[src/rtl/intc_prio.sv]
// Prioritised, edge-latching interrupt controller with request/ack/fin handshake to the CPU.
// Define INTC_NESTING_EN to let a higher-priority channel preempt one already in service.
module intc_prio #(
    parameter int unsigned      N_CH       = 4,
    parameter int unsigned      VEC_W      = 10,
    parameter logic [VEC_W-1:0] VEC_BASE   = VEC_W'(10'h3C0),
    parameter int unsigned      VEC_STRIDE = 4,
    parameter logic [N_CH-1:0]  MASK_RST   = '1
) (
    input  logic             clk,
    input  logic             reset,
    input  logic [N_CH-1:0]  irq,
    input  logic             mask_we,
    input  logic [N_CH-1:0]  mask_wdata,
    input  logic             int_ack,
    input  logic             int_fin,
    output logic             int_req,
    output logic [VEC_W-1:0] int_vec,
    output logic [N_CH-1:0]  pending,
    output logic [N_CH-1:0]  active,
    output logic [N_CH-1:0]  mask
);

    localparam int unsigned CH_W = (N_CH > 1) ? $clog2(N_CH) : 1;

    typedef enum logic [1:0] {StIdle, StReq, StServ} state_e;

    state_e            state_q, state_d;
    logic [N_CH-1:0]   irq_q;
    logic [N_CH-1:0]   pending_q, pending_d, pending_clr;
    logic [N_CH-1:0]   active_q, active_d;
    logic [N_CH-1:0]   mask_q, mask_d;
    logic              req_q, req_d;
    logic [VEC_W-1:0]  vec_q, vec_d;
    logic [CH_W-1:0]   req_ch_q, req_ch_d;

    logic [N_CH-1:0]   rise, eligible;
    logic              any_elig;
    logic [CH_W-1:0]   winner;
    logic [VEC_W-1:0]  vector;

    always_comb begin
        rise     = irq & ~irq_q;
        eligible = pending_q & mask_q;
        any_elig = |eligible;
        winner   = '0;
        for (int i = N_CH - 1; i >= 0; i--) begin
            if (eligible[i]) winner = CH_W'(i);
        end
        // Truncation to VEC_W gives the required modulo wrap.
        vector = VEC_BASE + VEC_W'(32'(winner) * VEC_STRIDE);
    end

`ifdef INTC_NESTING_EN
    logic [CH_W-1:0] act_lo;
    logic            preempt;

    always_comb begin
        act_lo = '0;
        for (int i = N_CH - 1; i >= 0; i--) begin
            if (active_q[i]) act_lo = CH_W'(i);
        end
        preempt = any_elig && (winner < act_lo);
    end
`endif

    always_comb begin
        state_d     = state_q;
        pending_clr = '0;
        active_d    = active_q;
        req_d       = req_q;
        vec_d       = vec_q;
        req_ch_d    = req_ch_q;
        mask_d      = mask_we ? mask_wdata : mask_q;

        unique case (state_q)
            StIdle: begin
                if (any_elig) begin
                    state_d  = StReq;
                    req_d    = 1'b1;
                    vec_d    = vector;
                    req_ch_d = winner;
                end
            end
            StReq: begin
                // Request is committed: later mask writes do not withdraw it.
                if (int_ack) begin
                    pending_clr[req_ch_q] = 1'b1;
                    active_d[req_ch_q]    = 1'b1;
                    req_d                 = 1'b0;
                    state_d               = StServ;
                end
            end
            StServ: begin
                if (int_fin) begin
                    active_d = active_q & (active_q - N_CH'(1));
                    if (active_d == '0) state_d = StIdle;
                end
`ifdef INTC_NESTING_EN
                if (preempt && (active_d != '0)) begin
                    state_d  = StReq;
                    req_d    = 1'b1;
                    vec_d    = vector;
                    req_ch_d = winner;
                end
`endif
            end
            default: state_d = StIdle;
        endcase

        // A new rise wins over an ack clearing the same bit.
        pending_d = (pending_q & ~pending_clr) | rise;
    end

    always_ff @(posedge clk or posedge reset) begin
        if (reset) begin
            state_q   <= StIdle;
            irq_q     <= '0;
            pending_q <= '0;
            active_q  <= '0;
            mask_q    <= MASK_RST;
            req_q     <= 1'b0;
            vec_q     <= '0;
            req_ch_q  <= '0;
        end else begin
            state_q   <= state_d;
            irq_q     <= irq;
            pending_q <= pending_d;
            active_q  <= active_d;
            mask_q    <= mask_d;
            req_q     <= req_d;
            vec_q     <= vec_d;
            req_ch_q  <= req_ch_d;
        end
    end

    assign int_req = req_q;
    assign int_vec = vec_q;
    assign pending = pending_q;
    assign active  = active_q;
    assign mask    = mask_q;

endmodule

[config.mk]
export PLATFORM = sky130hd
export DESIGN_NAME = intc_prio
export DESIGN_NICKNAME = d
export VERILOG_FILES = /design/src/rtl/intc_prio.sv
export SDC_FILE = /design/constraint.sdc
export NUM_CORES = 1
export LEC_CHECK = 0
export BUFFER_PORTS_ARGS = -buffer_cell sky130_fd_sc_hd__buf_4
export CAP_MARGIN = 0
export CORE_MARGIN = 2
export CORE_UTILIZATION = 47
export DETAILED_ROUTE_END_ITERATION = 16
export PLACE_DENSITY = 0.73
export SLEW_MARGIN = 10
export SYNTH_ARGS = -nofsm -noshare
export SYNTH_HDL_FRONTEND = slang
export SYNTH_SLANG_ARGS = --single-unit
[constraint.sdc]
create_clock -name clk -period 1.6 [get_ports clk]
set_input_delay 0.32 -clock clk [delete_from_list [all_inputs] [get_ports clk]]
set_output_delay 0.32 -clock clk [all_outputs]
set_load 0.1 [all_outputs]
==> flow_summary.yaml <==
status:
  outcome: "completed"
global_routing:
  grt_pass1_wl_microns: 3350
  grt_max_degree: 23
  antenna_found_initial: 0
  grtUsageTotal_pct: 18.1
  grt_pass1_vias: 718
  overflow: 0
clocking:
  root_buffer: "clkbuf_4"
  max-clock-path-buffers: 2
  clock-sinks: 22
  holdBufCountCts: 0
  cts_setup_buffers: 0
  clock_latency_ns: 0.31
  path_clk_slew_ns: 0.13
  cts_tree: "done"
  cts_buffers: 3
  htree_levels: 1
  cts_resized: 0
min_path:
  hold_path.class: "primary input to asynchronous set/reset pin"
yosys:
  synthFlopType: "dfrtp_1"
  netlist_instances: 84
  synth_edf_count: 0
  synth-seq-cells: 22
  synth_most_common_cell: "dfrtp_1"
  yosysUniqueCellTypes: 28
  synth_top_area_share_pct: 46.3
  synth_top_area_cell: "dfrtp_1"
  yosys_warnings: 0
  syn_area_per_cell_sq_um: 11.6
  synth_commonest_cells: "dfrtp_1 (18), inv_1 (11), buf_4 (8)"
  ys_seq_area_share_pct: 57.1
  syn_area_sq_um: 972
  synth-async-reset-ratio_pct: 100
  synthTopCellsByArea: "dfrtp_1 (46%), dfstp_2 (11%), buf_4 (6.2%)"
worst_setup_path:
  crit_family: "flip-flops"
  critPathBufInv: 1
  cp_cell_sequence: "buf_4"
  cp-end-kind: "primary output"
  critPathKind: "register to primary output"
  max_stage_delay_ns: 0.59
  crit_path_max_fanout: 5
  critPathArrivalTime_ns: 1.20
  crit_cells: 1
  cp_slowest_cell: "dfstp_2"
  r2r_cells: 3
  cp-start-kind: "register"
  cp.required_ns: 1.28
layout:
  final_util_pct: 64.1
  layout.area.seq_sq_um: 563
  area_delta_synth_final_pct: 29.3
  layout.nets: 129
  diodes: 0
  n_fill_cell: 179
  drive_gt1_share_pct: 46.1
  multi_input_area_sq_um: 327
detailed_routing:
  finalWirelength_microns: 2070
  detail-route-antenna-nets: 0
  wl_per_cell_microns: 14.6
  num_vias: 767
  dr.pass1.iters: 4
  viasPerCell: 5.40
  drtIter0Drc: 18
  drc: 0
die:
  dieHeight_microns: 49.5
  dieArea_sq_um: 2450
  die_w_microns: 49.5
  fp.coreArea_sq_um: 1960
  row_count: 16
  start_util_pct: 49.6
  ioPinCount: 36
sta:
  hold_viol: 0
  min_period_ns: 1.52
  fmax_mhz: 660
  setup_viol: 0
  period_share_pct: 94.7
  rsz0062_at_grt: "false"
  drv_slew: 0
  skew_ns: 0.0109
  setup_tns_ns: 0
place:
  io_buffers: 31
  hpwl_microns: 1520
  place_congestion: 0.912
run:
  max_cap_viol_count: 0
sequential cells by signal, summed over array words and instances (netlist names):
signal	count
active	4
int_req	1
int_vec	2
irq_q	4
mask	4
pending	4
req_ch_q	1
state_q	2
path summary, 6_finish.rpt:
| kind | startpoint | to | slack (ns) |
|---|---|---|---|
| worst max-delay path | mask[1] | mask[1] | 0.08 |
| max in group asynchronous | reset | mask[0] | 1.29 |
| worst min register to register | irq_q[0] | pending[0] | 0.44 |
| worst max register to register | state_q[1] | pending[3] | 0.35 |
| min in group clk | irq[0] | irq_q[0] | 0.11 |
| worst min-delay path | reset | irq_q[0] | 0.03 |
logic make-up (layout without fill, tap and decap cells):
kind of cell / Yosys count / count (layout) / share of synthesized area (%)
AO/OA/AOI/OAI: 24 / 24 / 17.8
adder cells (fa/ha/maj): 1 / 1 / 1.16
buffers and inverters: 19 / 47 / 10.4
flip-flops: 22 / 22 / 57.1
multiplexers: 4 / 4 / 4.63
other: 1 / 4 / 0.386
AND/OR/NAND/NOR: 13 / 13 / 8.49
cell type report:
class	count	share of cell area, %
Tap cell	27	2.69
Timing Repair Buffer	32	19.1
Multi-Input combinational cell	46	26.0
Inverter	11	3.28
Sequential cell	22	44.8
Clock inverter	1	2.39
Clock buffer	3	1.79
cells in the final DEF, fill, tap and decap left out, types with 2 or more instances in the layout:
master	n
dfstp_2	4
nand2_1	3
dfrtp_1	12
conb_1	4
dfrtp_2	6
a22o_1	4
buf_4	32
inv_1	11
mux2_2	4
a21oi_1	5
o21a_1	2
or2_1	2
nor3_1	3
o22ai_1	2
clkbuf_4	3
o21ai_0	3
routing by layer:
| layer | global-route usage [%] | part of all wire (%) | vias up |
|---|---|---|---|
| met5 | 0 | 0 | - |
| li1 | - | - | 346 |
| met4 | 6.94 | 2.1 | 0 |
| met3 | 3.94 | 7.6 | 8 |
| met1 | 23.4 | 40 | 365 |
| met2 | 29.7 | 50 | 48 |
metrics by stage:
stage	setup WS [ns]	area, sq um	cells	hold slack [ns]
after CTS	0.0906	1260	142	0.0455
after global routing	0.0617	1260	142	0.0736
after floorplan	0.00443	991	87	0.306
final	0.0844	1260	142	0.0262
after detailed placement	0.371	1200	138	0.389
after global placement	0.364	1200	138	0.374
Power is not shown: default switching activity piles up to over one toggle a cycle in this logic, so the estimate is an artifact.
